<file path="src/rtl/i2s_tx_master_pkg.sv">
// Shared constants and helpers for the I2S transmit master.
package i2s_tx_master_pkg;

    localparam int unsigned SLOT_BITS = 32;

    localparam logic [1:0] CH_LEFT   = 2'b10;
    localparam logic [1:0] CH_RIGHT  = 2'b01;
    localparam logic [1:0] CH_STEREO = 2'b11;

    // Out-of-range sizes fall back to a full 32-bit slot.
    function automatic logic [5:0] eff_sample_size(input logic [5:0] size);
        return (size == 6'd0 || size > 6'd32) ? 6'd32 : size;
    endfunction

endpackage

</file>
<file path="src/rtl/aucohl_fifo.sv">
// Synchronous FIFO with first-word-fall-through read data and a synchronous flush.
module aucohl_fifo #(
    parameter int unsigned DW = 32,
    parameter int unsigned AW = 4
) (
    input  logic          clk,
    input  logic          rst_n,
    input  logic          wr_i,
    input  logic [DW-1:0] wdata_i,
    input  logic          rd_i,
    input  logic          flush_i,
    output logic [DW-1:0] rdata_o,
    output logic          full_o,
    output logic          empty_o,
    output logic [AW-1:0] level_o
);

    logic [DW-1:0] mem_q [2**AW];
    logic [AW-1:0] wptr_q, rptr_q;
    logic [AW:0]   cnt_q;
    logic          do_wr, do_rd;

    assign do_wr   = wr_i & ~full_o;
    assign do_rd   = rd_i & ~empty_o;
    assign full_o  = cnt_q[AW];
    assign empty_o = (cnt_q == '0);
    // Level wraps to zero when completely full; full_o disambiguates.
    assign level_o = cnt_q[AW-1:0];
    assign rdata_o = mem_q[rptr_q];

    always_ff @(posedge clk) begin
        if (do_wr && !flush_i) begin
            mem_q[wptr_q] <= wdata_i;
        end
    end

    always_ff @(posedge clk or negedge rst_n) begin
        if (!rst_n) begin
            wptr_q <= '0;
            rptr_q <= '0;
            cnt_q  <= '0;
        end else if (flush_i) begin
            wptr_q <= '0;
            rptr_q <= '0;
            cnt_q  <= '0;
        end else begin
            if (do_wr) wptr_q <= wptr_q + 1'b1;
            if (do_rd) rptr_q <= rptr_q + 1'b1;
            if (do_wr && !do_rd) begin
                cnt_q <= cnt_q + (AW+1)'(1);
            end else if (do_rd && !do_wr) begin
                cnt_q <= cnt_q - (AW+1)'(1);
            end
        end
    end

endmodule

</file>
<file path="src/rtl/i2s_tx_master.sv">
// I2S / left-justified transmit master: SCK/WS generation, sample FIFO and MSB-first serialiser.
module i2s_tx_master
    import i2s_tx_master_pkg::*;
#(
    parameter int unsigned AW = 4,
    parameter int unsigned DW = 32
) (
    input  logic          clk,
    input  logic          rst_n,
    input  logic          en,
    input  logic [7:0]    sck_prescaler,
    input  logic [5:0]    sample_size,
    input  logic          left_justified,
    input  logic [1:0]    channels,
    input  logic          fifo_wr,
    input  logic [DW-1:0] fifo_wdata,
    input  logic          fifo_flush,
    output logic          fifo_full,
    output logic          fifo_empty,
    output logic [AW-1:0] fifo_level,
    output logic          underrun,
    input  logic          underrun_clr,
    output logic          sck,
    output logic          ws,
    output logic          sdo
);

    logic [7:0]           presc_q, presc_d;
    logic [4:0]           bit_ctr_q, bit_ctr_d;
    logic [SLOT_BITS-1:0] shift_q, shift_d;
    logic                 sck_q, sck_d;
    logic                 ws_q, ws_d;
    logic                 sdo_q, sdo_d;
    logic                 dly_q, dly_d;
    logic                 lj_q, lj_d;
    logic                 underrun_q, underrun_d;

    logic                 tick, fall, boundary, ch_en, pop, out_bit, lj_eff;
    logic [5:0]           ss_eff;
    logic [DW-1:0]        fifo_rdata;
    logic [SLOT_BITS-1:0] word;

    aucohl_fifo #(
        .DW (DW),
        .AW (AW)
    ) u_fifo (
        .clk     (clk),
        .rst_n   (rst_n),
        .wr_i    (fifo_wr),
        .wdata_i (fifo_wdata),
        .rd_i    (pop),
        .flush_i (fifo_flush),
        .rdata_o (fifo_rdata),
        .full_o  (fifo_full),
        .empty_o (fifo_empty),
        .level_o (fifo_level)
    );

    always_comb begin
        tick     = en && (presc_q == 8'd0);
        fall     = tick && sck_q;
        boundary = fall && (bit_ctr_q == 5'd0);
        // ws_q still names the slot that is ending, so ws_q=1 means left is next.
        ch_en    = ws_q ? |(channels & CH_LEFT) : |(channels & CH_RIGHT);
        pop      = boundary && ch_en && !fifo_empty;
        ss_eff   = eff_sample_size(sample_size);
        word     = pop ? (fifo_rdata << (6'd32 - ss_eff)) : '0;
        lj_eff   = boundary ? left_justified : lj_q;
        out_bit  = boundary ? word[SLOT_BITS-1] : shift_q[SLOT_BITS-1];

        presc_d    = presc_q;
        sck_d      = sck_q;
        ws_d       = ws_q;
        bit_ctr_d  = bit_ctr_q;
        shift_d    = shift_q;
        sdo_d      = sdo_q;
        dly_d      = dly_q;
        lj_d       = lj_q;
        underrun_d = underrun_q;

        if (tick) begin
            presc_d = sck_prescaler;
            sck_d   = ~sck_q;
        end else if (en) begin
            presc_d = presc_q - 8'd1;
        end

        if (fall) begin
            bit_ctr_d = bit_ctr_q + 5'd1;
            shift_d   = boundary ? {word[SLOT_BITS-2:0], 1'b0}
                                 : {shift_q[SLOT_BITS-2:0], 1'b0};
            dly_d     = out_bit;
            // I2S framing replays the previous fall's bit for the one-SCK delay.
            sdo_d     = lj_eff ? out_bit : dly_q;
        end

        if (boundary) begin
            ws_d = ~ws_q;
            lj_d = left_justified;
        end

        if (boundary && ch_en && fifo_empty) begin
            underrun_d = 1'b1;
        end else if (underrun_clr) begin
            underrun_d = 1'b0;
        end
    end

    always_ff @(posedge clk or negedge rst_n) begin
        if (!rst_n) begin
            presc_q    <= '0;
            sck_q      <= 1'b0;
            ws_q       <= 1'b1;
            bit_ctr_q  <= '0;
            shift_q    <= '0;
            sdo_q      <= 1'b0;
            dly_q      <= 1'b0;
            lj_q       <= 1'b0;
            underrun_q <= 1'b0;
        end else begin
            presc_q    <= presc_d;
            sck_q      <= sck_d;
            ws_q       <= ws_d;
            bit_ctr_q  <= bit_ctr_d;
            shift_q    <= shift_d;
            sdo_q      <= sdo_d;
            dly_q      <= dly_d;
            lj_q       <= lj_d;
            underrun_q <= underrun_d;
        end
    end

    assign sck      = sck_q;
    assign ws       = ws_q;
    assign sdo      = sdo_q;
    assign underrun = underrun_q;

endmodule

</file>
<file path="config.mk">
export PLATFORM = sky130hd
export DESIGN_NAME = i2s_tx_master
export DESIGN_NICKNAME = d
export VERILOG_FILES = /design/src/rtl/i2s_tx_master_pkg.sv /design/src/rtl/aucohl_fifo.sv /design/src/rtl/i2s_tx_master.sv
export SDC_FILE = /design/constraint.sdc
export NUM_CORES = 1
export LEC_CHECK = 0
export ABC_AREA = 1
export CAP_MARGIN = 15
export CORE_MARGIN = 2
export CORE_UTILIZATION = 62
export CTS_CLUSTER_DIAMETER = 200
export DETAILED_ROUTE_END_ITERATION = 8
export PLACE_DENSITY = 0.8
export SYNTH_ARGS = -nofsm -noshare
export SYNTH_HDL_FRONTEND = slang
export SYNTH_SLANG_ARGS = --single-unit
</file>
<file path="constraint.sdc">
create_clock -name clk -period 4.28 [get_ports clk]
set_input_delay 0.856 -clock clk [delete_from_list [all_inputs] [get_ports clk]]
set_output_delay 0.856 -clock clk [all_outputs]
set_load 0.03 [all_outputs]
</file>
==> impl_metrics.env, run 1 <==
export IMPL_route_detailed_drc=0
export IMPL_rsz0062_at_grt="false"
export IMPL_seq_area_frac_synth=0.675
export IMPL_clk_pin_slew_ps=60
export IMPL_p_seq_frac=0.510
export IMPL_grt_pass1_vias=18000
export IMPL_crit_path_end_kind="register"
export IMPL_cts_root_buf="clkbuf_16"
export IMPL_area_growth_pct=12.9
export IMPL_slew_headroom=0.279
export IMPL_drtIter0Drc=2616
export IMPL_firstDrtPassIters=6
export IMPL_pre_cts_slack_ps=160
export IMPL_fin_crit_sh=0.849
export IMPL_drv_slew=0
export IMPL_htree_levels=2
export IMPL_diodes=0
export IMPL_p_leak_nw=10.6
export IMPL_die_x_um=205
export IMPL_cts_resized=0
export IMPL_crit_type="register to register"
export IMPL_timing_final_ws_setup_ps=646
export IMPL_outcome="finished clean"
export IMPL_grt_usage=0.334
export IMPL_p_switching_mw=3.12
export IMPL_synth_most_common_cell="nand3_1"
export IMPL_rrSetupSlack_ps=650
export IMPL_worstRegToRegCells=12
export IMPL_r2r_start="u_fifo.rptr_q[2]"
export IMPL_grt_overflow=0
export IMPL_p_sw_frac=0.243
export IMPL_row_count=73
export IMPL_drt_total_wl_mm=68.6
export IMPL_clkPwrFrac=0.388
export IMPL_final_cell_area_um2=28300
export IMPL_synth_area_top_cells="edfxtp_1 (61%), nand3_1 (11%), nand2_1 (8.0%), dfrtp_1 (6.2%), nor2_1 (2.9%)"
export IMPL_synth_common_cells="nand3_1 (553), nand2_1 (537), edfxtp_1 (512), nor2_1 (193), inv_1 (108)"
export IMPL_r2r_end="shift_q[25]"
export IMPL_async_flop_share=0.110
export IMPL_p_per_area_nw_per_um2=453
export IMPL_drtAntennaViolNets=0
export IMPL_p_int_mw=9.71
export IMPL_grt_max_degree=180
export IMPL_syn_cell_area_um2=25100
export IMPL_yosysTopAreaCell="edfxtp_1"
export IMPL_die_h_um=205
export IMPL_cts_setup_buffers=0
export IMPL_fmax_ghz=0.275
export IMPL_finalSetupViolations=0
export IMPL_worstHoldPathType="primary input to asynchronous set/reset pin"
export IMPL_holdBufCountCts=0
export IMPL_seq_area_um2=17000
export IMPL_dp_cells=2884
export IMPL_synth_top_area_frac=0.612
export IMPL_synth_nets=2445
export IMPL_worst_pin_slew_ps=1080
export IMPL_layout_min_cycle_time_ps=3630
export IMPL_routed_via_count=18500
export IMPL_final_cell_count_no_fill=2987
export IMPL_required_ps=4840
export IMPL_io_buffer_count=64
export IMPL_ys_warnings_count=0
export IMPL_multi_input_area_um2=7250
export IMPL_ys_seq_elements=575
export IMPL_start_kind="register"
export IMPL_clk_path_buf_depth=3
export IMPL_synthesis_instances=2375
export IMPL_core_area_um2=39800
export IMPL_grt_pass1_wl_mm=104
export IMPL_yosysUniqueCellTypes=38
export IMPL_cts_num_sinks=575
export IMPL_wire_per_inst_um=23.0
export IMPL_skew_ps=19.8
export IMPL_tns_ps=0
export IMPL_gp_congestion=0.937
export IMPL_layout_nets=2486
export IMPL_vdd_drop_max_v=0.000353
export IMPL_synth_ff_type="edfxtp_1"
export IMPL_insertion_delay_ps=620
export IMPL_start_util=0.630
export IMPL_antenna_found_initial=0
export IMPL_arrival_ps=4200
export IMPL_synth_edf_count=512
export IMPL_maxCapViolations=0
export IMPL_dieArea_um2=42100
export IMPL_dpl_instance_area_um2=26500
export IMPL_fillerInstances=2655
export IMPL_viasPerCell=6.19
export IMPL_hold_viol=0
export IMPL_syn_area_per_cell_um2=10.6
export IMPL_pwr_share_comb=0.101
export IMPL_ioPinCount=65
export IMPL_place_hpwl_mm=39.4
export IMPL_cts_tree="built"
export IMPL_drive_gt1_frac=0.0751
export IMPL_cts_made_buffers=55
export IMPL_crit_fanout=17
## worst max-delay path, stage by stage (launching register included)
cell,delay (ps)
dfrtp_1,990
nand2_2,640
inv_1,470
o211ai_1,150
nand4_1,190
nand3_1,150
nor2_1,280
inv_1,120
o21ai_0,210
nand3_1,100
nand3_1,110
o21ai_0,80
inv_1,60
## area by class of cell
cell class              instances  area share
repair buffers                122      0.0413
multi-input cells            1545       0.256
flip-flops and latches        575       0.598
clock buffers                  64      0.0498
clock inverters                39      0.0157
inverters                     117      0.0158
well taps                     525      0.0232
## registers in the layout (all words and copies together) (netlist names)
name,count
presc_q,8
dly_q,1
shift_q,31
sdo,1
sck,1
lj_q,1
bit_ctr_q,5
u_fifo.mem_q,512
u_fifo.cnt_q,5
ws,1
underrun,1
u_fifo.wptr_q,4
u_fifo.rptr_q,4
## worst max path at each step
stage | from | slack, ps | endpoint
finish | u_fifo.rptr_q[2] | 650 | shift_q[25]
detailed placement | sample_size[0] | 160 | sdo
global placement | sample_size[0] | 240 | sdo
CTS | sample_size[0] | 810 | sdo
floorplan | fifo_wr | 360 | u_fifo.mem_q[8][0]
global route | sample_size[0] | 450 | dly_q
## placed cells by master (no fill, tap or decap), drive strengths merged, types with 2 or more instances in the layout
| cell | count |
|---|---|
| a21oi | 58 |
| a31oi | 8 |
| buf | 59 |
| bufinv | 8 |
| clkbuf | 64 |
| clkdlybuf4s50 | 63 |
| clkinv | 32 |
| clkinvlp | 2 |
| dfrtp | 62 |
| edfxtp | 512 |
| ha | 14 |
| inv | 114 |
| nand2 | 539 |
| nand3 | 554 |
| nand4 | 19 |
| nor2 | 196 |
| nor3 | 50 |
| nor4 | 2 |
| o211ai | 13 |
| o21ai | 62 |
| o22ai | 4 |
| or2 | 8 |
| xnor2 | 5 |
| xor2 | 8 |
## routing by layer
layer	vias up	share of wire	track usage
met5	-	0	0
met4	0	0.039	0.138
met3	182	0.11	0.0607
met2	1169	0.47	0.536
met1	8755	0.38	0.457
li1	8373	-	-
## per-stage QoR
| stage | util | total power, mW | hold slack [ps] |
|---|---|---|---|
| 2_1_floorplan | - | 7.45 | 443 |
| 3_3_place_gp | 0.665 | 7.91 | 461 |
| 3_5_place_dp | 0.665 | 7.95 | 470 |
| 4_1_cts | 0.712 | 12.9 | 428 |
| 5_1_grt | 0.712 | 13.2 | 482 |
| 6_report | 0.712 | 12.8 | 419 |
## cells by family after synthesis
family,after synthesis,share of synthesized area
buffers and inverters,255,0.0402
xor gates and xnor gates,13,0.00454
DFF,575,0.675
AOI/OAI and AO/OA,147,0.0316
adders and majority gates,15,0.00778
muxes,1,0.000449
and+or+nand+nor,1369,0.240
## power by group through the flow
stage | clock network, mW | logic (mW) | registers (mW)
global placement | 0 | 1.26 | 6.65
CTS | 5.01 | 1.29 | 6.55
detailed placement | 0 | 1.29 | 6.66
floorplan | 0 | 0.785 | 6.67
finish | 4.98 | 1.30 | 6.55
global route | 5.23 | 1.45 | 6.57
Note: power is estimated with default switching activity, not from simulation.
==> run 2, diff against run 1 <==
--- a/config.mk
+++ b/config.mk
@@ -8,10 +8,10 @@
 export ABC_AREA = 1
 export CAP_MARGIN = 15
 export CORE_MARGIN = 2
-export CORE_UTILIZATION = 62
+export CORE_UTILIZATION = 56
 export CTS_CLUSTER_DIAMETER = 200
 export DETAILED_ROUTE_END_ITERATION = 8
-export PLACE_DENSITY = 0.8
+export PLACE_DENSITY = 0.76
 export SYNTH_ARGS = -nofsm -noshare
 export SYNTH_HDL_FRONTEND = slang
 export SYNTH_SLANG_ARGS = --single-unit
==> constraint.sdc (replaced) <==
create_clock -name clk -period 3.1 [get_ports clk]
set_input_delay 0.62 -clock clk [delete_from_list [all_inputs] [get_ports clk]]
set_output_delay 0.62 -clock clk [all_outputs]
set_load 0.03 [all_outputs]
==> run 2 against run 1 <==
Against the previous run: clock power is 38% higher; utilization fell by 5.6 points; non-clock buffer count grew 33; die area up 11%; sequential cell count did not move; critical path depth is 8 lower; combinational power is 43% higher; wire length is 0.12% lower; power is 38% higher; via count down 0.15%; first-iteration DRC count fell by 11%; register-to-register slack worse by 390 ps; largest cell class unchanged; highest routed layer unchanged.
==> impl_metrics.env, run 2 (synthesis results as in run 1) <==
export IMPL_outcome="finished clean"
export IMPL_cts_tree="built"
export IMPL_reg_top3="u_fifo.mem_q x512, shift_q x31, presc_q x8"
export IMPL_diodes=0
export IMPL_clk_path_buf_depth=3
export IMPL_cts_num_sinks=575
export IMPL_layout_nets=2522
export IMPL_layout_min_cycle_time_ps=2900
export IMPL_maxCapViolations=0
export IMPL_vdd_drop_max_v=0.000519
export IMPL_route_detailed_drc=0
export IMPL_drt_total_wl_mm=68.5
export IMPL_worst_pin_slew_ps=901
export IMPL_final_cell_area_um2=29000
export IMPL_worstRegToRegCells=12
export IMPL_p_per_area_nw_per_um2=613
export IMPL_gp_congestion=0.929
export IMPL_skew_ps=10.7
export IMPL_p_leak_nw=10.9
export IMPL_core_area_um2=44200
export IMPL_viasPerCell=5.97
export IMPL_drive_gt1_frac=0.0864
export IMPL_cts_resized=0
export IMPL_rrSetupSlack_ps=260
export IMPL_drtIter0Drc=2318
export IMPL_dpl_instance_area_um2=27100
export IMPL_drtAntennaViolNets=0
export IMPL_wire_per_inst_um=22.2
export IMPL_tns_ps=0
export IMPL_cts_made_buffers=58
export IMPL_routed_via_count=18500
export IMPL_io_buffer_count=64
export IMPL_antenna_found_initial=0
export IMPL_p_int_mw=13.5
export IMPL_p_switching_mw=4.31
export IMPL_top_register="u_fifo.mem_q"
export IMPL_crit_path_end_kind="output port"
export IMPL_totalPowerFinal_mw=17.8
export IMPL_p_seq_frac=0.509
export IMPL_p_sw_frac=0.243
export IMPL_slew_headroom=0.396
export IMPL_holdBufCountCts=0
export IMPL_fmax_ghz=0.345
export IMPL_fin_crit_sh=0.936
export IMPL_largest_register_ffs=512
export IMPL_final_util=0.655
export IMPL_grt_pass1_wl_mm=104
export IMPL_die_x_um=216
export IMPL_die_h_um=216
export IMPL_clk_pin_slew_ps=60
export IMPL_arrival_ps=2280
export IMPL_crit_type="register to output port"
export IMPL_htree_levels=2
export IMPL_ioPinCount=65
export IMPL_area_growth_pct=15.4
export IMPL_start_util=0.568
export IMPL_required_ps=2480
export IMPL_place_hpwl_mm=39.9
export IMPL_insertion_delay_ps=630
export IMPL_finalSetupViolations=0
export IMPL_row_count=77
export IMPL_cts_setup_buffers=0
export IMPL_worstHoldPathType="primary input to asynchronous set/reset pin"
export IMPL_rsz0062_at_grt="false"
export IMPL_drv_slew=0
export IMPL_firstDrtPassIters=6
export IMPL_grt_usage=0.297
export IMPL_dieArea_um2=46500
export IMPL_grt_max_degree=96
export IMPL_layout_commonest_cell="nand3_1"
export IMPL_start_kind="register"
export IMPL_mostFrequentLayoutCells="nand3_1 (553), nand2_1 (536), edfxtp_1 (512), nor2_1 (188), inv_1 (106)"
export IMPL_cts_root_buf="clkbuf_16"
export IMPL_clkPwrFrac=0.387
export IMPL_hold_viol=0
export IMPL_crit_fanout=5
export IMPL_grt_overflow=0
export IMPL_grt_pass1_vias=17900
export IMPL_pwr_share_comb=0.104
-- run 2: area by class of cell --
type                    count  area (µm²)
clock buffers              71        1510
clock inverters            36         362
fillers                  3209       15200
inverters                 117         447
multi-input cells        1545        7270
flip-flops and latches    575       17000
well taps                 592         741
repair buffers            155        1690
-- run 2: worst paths after layout --
check	endpoint	from
setup reg to reg	shift_q[29]	u_fifo.rptr_q[1]
hold reg to reg	bit_ctr_q[4]	bit_ctr_q[4]
max in group asynchronous	ws	rst_n
hold / removal	shift_q[5]	rst_n
setup / recovery	fifo_empty	u_fifo.cnt_q[1]
min in group clk	bit_ctr_q[4]	bit_ctr_q[4]
-- run 2: routing by layer --
layer	wire, µm	track usage	share of wire	vias up
met5	0	0	0	-
met3	6850	0.0603	0.10	172
met4	3170	0.151	0.046	0
met2	32000	0.464	0.47	964
met1	26500	0.399	0.39	8870
li1	-	-	-	8445
-- run 2: power by group through the flow --
stage               clock network [mW]  registers [mW]  logic [mW]
floorplan                            0            9.21        1.08
global placement                     0            9.18        1.78
detailed placement                   0            9.19        1.84
CTS                               6.92            9.04        1.85
global route                      7.22            9.08        2.06
finish                            6.88            9.04        1.86
-- run 2: worst max-delay path: stages (launching register included) --
cell and delay (ps):
dfrtp_1 450, nor2_1 110, nand4_1 240, inv_1 170
clkdlybuf4s50_1 690
-- run 2: per-stage QoR --
| step | hold slack (ps) | cells | setup slack [ps] |
|---|---|---|---|
| finish | 27.2 | 3091 | 198 |
| global route | 66.8 | 3091 | 20.2 |
| CTS | 31.6 | 3091 | 155 |
| detailed placement | 466 | 2984 | -32.7 |
| global placement | 456 | 2984 | -14.4 |
| floorplan | 324 | 2375 | -586 |
==> RTL edit, RTL diff (flow settings as in run 2) <==
`AW` is set to 4 in 2 places; all go to 3.
--- a/src/rtl/aucohl_fifo.sv
+++ b/src/rtl/aucohl_fifo.sv
@@ -1,7 +1,7 @@
 // Synchronous FIFO with first-word-fall-through read data and a synchronous flush.
 module aucohl_fifo #(
     parameter int unsigned DW = 32,
-    parameter int unsigned AW = 4
+    parameter int unsigned AW = 3
 ) (
     input  logic          clk,
     input  logic          rst_n,
--- a/src/rtl/i2s_tx_master.sv
+++ b/src/rtl/i2s_tx_master.sv
@@ -2,7 +2,7 @@
 module i2s_tx_master
     import i2s_tx_master_pkg::*;
 #(
-    parameter int unsigned AW = 4,
+    parameter int unsigned AW = 3,
     parameter int unsigned DW = 32
 ) (
     input  logic          clk,
Interface: changed (resized fifo_level); port bits go from 65 to 64. No check against the original RTL was run, so the function may have changed too.
==> RTL edit against run 2 <==
  * Sequential power shrank 42%
  * Final area shrank 41%
  * Power shrank 39%
  * Wire length shrank 49%
  * Fmax grew 7.3%
  * Critical endpoint unchanged
  * Global-route usage shrank 4.0 points
  * Synthesized area shrank 41%
  * Clock power shrank 44%
  * Sequential cell count shrank 259
  * Worst setup slack gained 200 ps
  * Sequential share of layout area shrank 4.5 points
  * Largest power group unchanged
  * Via count shrank 40%
  * Clock skew grew 17 ps
==> RTL edit: results (changes against run 2) <==
Run status
  – Status: complete, no violations

Min path
  – HP Class: primary input to async pin

Placed design
  – Post-DP Area: 16000 µm² (-41%)
  – RePlAce Congestion: 0.958 (+3.1%)
  – IO Port Bufs: 63 (-1.6%)
  – Worst slack, placed: 37.3 ps (+70.0 ps)

Logic synthesis
  – Synth top area cells: edfxtp_1, nand3_1, nand2_1, dfrtp_1, a21oi_1
  – Cell variety after synth: 49 (+29%)
  – Mapped Nets: 1557 (-36%)
  – Post-synthesis sequential area ratio: 62.4% (-5.2 points)
  – Top post-synthesis cells by count: nand2_1, nand3_1, edfxtp_1
  – Post-synth ARST share: 19.0% (+8.0 points)
  – Number of flops mapped to enable cells by yosys: 256 (-50%)

Timing
  – Final hold vios: 0 (unchanged)
  – Relative slew margins: 51.8% (+12 points)
  – Post-Route Skew: 28.0 ps (+17.3 ps)
  – Final hold slack: 161 ps (+134 ps)

Cells and area
  – Filler cell count in the final layout: 1965 (-39%)
  – Layout cells sized above 1: 8.58% (-0.067 points)
  – Largest registers: u_fifo.mem_q x256, shift_q x31, presc_q x8
  – Nets@finish: 1615 (-36%)

Global route
  – Largest net degree at the start of global routing: 130 (+35%)
  – First-pass GRT wire length: 57200 µm (-45%)
  – Initial antenna violation count: 0 (unchanged)
  – All-Layer GR Usage: 25.8% (-4.0 points)

Route
  – WL per Instance: 18.4 µm (-17%)
  – Iteration-0 DRC count of the detailed router: 1206 (-48%)
  – TritonRoute pass-1 iters: 5 (-1)
  – Total number of vias: 11100 (-40%)

Setup path
  – Crit Path Max Fanout: 4 (-1)
  – R2R depth: 13 (+1)
  – R2r setup slk: 540 ps (+280 ps)
  – FF-to-FF Start: u_fifo.cnt_q[1]$_DFFE_PN0P_
  – Reg2reg end: u_fifo.cnt_q[3]$_DFFE_PN0P_
  – CP arrival: 2090 ps (-190 ps)

Clock tree
  – CTS Buf Count: 34 (-41%)

Pwr
  – Leak pwr: 6.60 nW (-39%)
  – Worst vdd rail ir drop: 0.544 mV (+4.7%)
## RTL edit: changes by cell type after synthesis, moves of 6 or more
cell      change
buf_1        -15
buf_2        +16
clkbuf_1     -56
edfxtp_1    -256
inv_1        -61
inv_2         +6
nand2_1     -107
nand3_1     -171
nand4_1      -16
nor2_1      -133
nor3_1       -47
o21ai_0      -35
or2_2         -6
## RTL edit: worst max path at each step
stage                     depth (start not counted)                      endpoint  slack [ps]                        start
after floorplan                                   5  u_fifo.mem_q[0][0]$_DFFE_PP_         290  u_fifo.cnt_q[3]$_DFFE_PN0P_
after global placement                           14       shift_q[28]$_DFFE_PN0P_          90               sample_size[0]
after detailed placement                         16   u_fifo.cnt_q[3]$_DFFE_PN0P_          40                           en
after CTS                                         2                    fifo_empty         370  u_fifo.cnt_q[1]$_DFFE_PN0P_
after global routing                             13   u_fifo.cnt_q[3]$_DFFE_PN0P_         240  u_fifo.cnt_q[1]$_DFFE_PN0P_
final                                             2                    fifo_empty         390  u_fifo.cnt_q[1]$_DFFE_PN0P_
## RTL edit: cells by family after synthesis
family	Yosys count	share of synthesized area (%)
compound gates	114	4.35
fa+ha+maj	10	0.900
simple gates	898	27.3
buf+inv	144	4.31
mux	1	0.0764
xor+xnor	9	0.637
flops	316	62.4
## RTL edit: routing by layer
metal	vias up	wire length (µm)	track usage, %
met3	92	2520	4.00
met2	469	16900	42.6
met1	5252	14700	34.7
met5	-	0	0
met4	0	1060	9.94
li1	5310	-	-
## RTL edit: where the power goes
group / leakage, nW / switching [W] / internal [W]
Combinational: 3.03 / 0.00108 / 0.000641
Sequential: 3.06 / 0.000226 / 0.00497
Clock: 0.518 / 0.00164 / 0.00221
## RTL edit: metrics by stage
stage,cells,utilization [%]
final,1909,65.7
after global routing,1909,65.7
after detailed placement,1849,61.6
after global placement,1849,61.6
after floorplan,1492,-
after CTS,1909,65.7
## RTL edit: worst max-delay path, stage by stage (launching register included)
cell and delay, ps:
dfrtp_1 450, nor4_4 370, clkdlybuf4s50_1 750
## RTL edit: layout make-up
class	count	area share, %
sequential	316	54.0
tap	335	2.46
clock inverter	20	1.07
inverter	58	1.29
multi-input combinational	1032	29.2
timing repair buffer	108	6.83
clock buffer	40	5.13
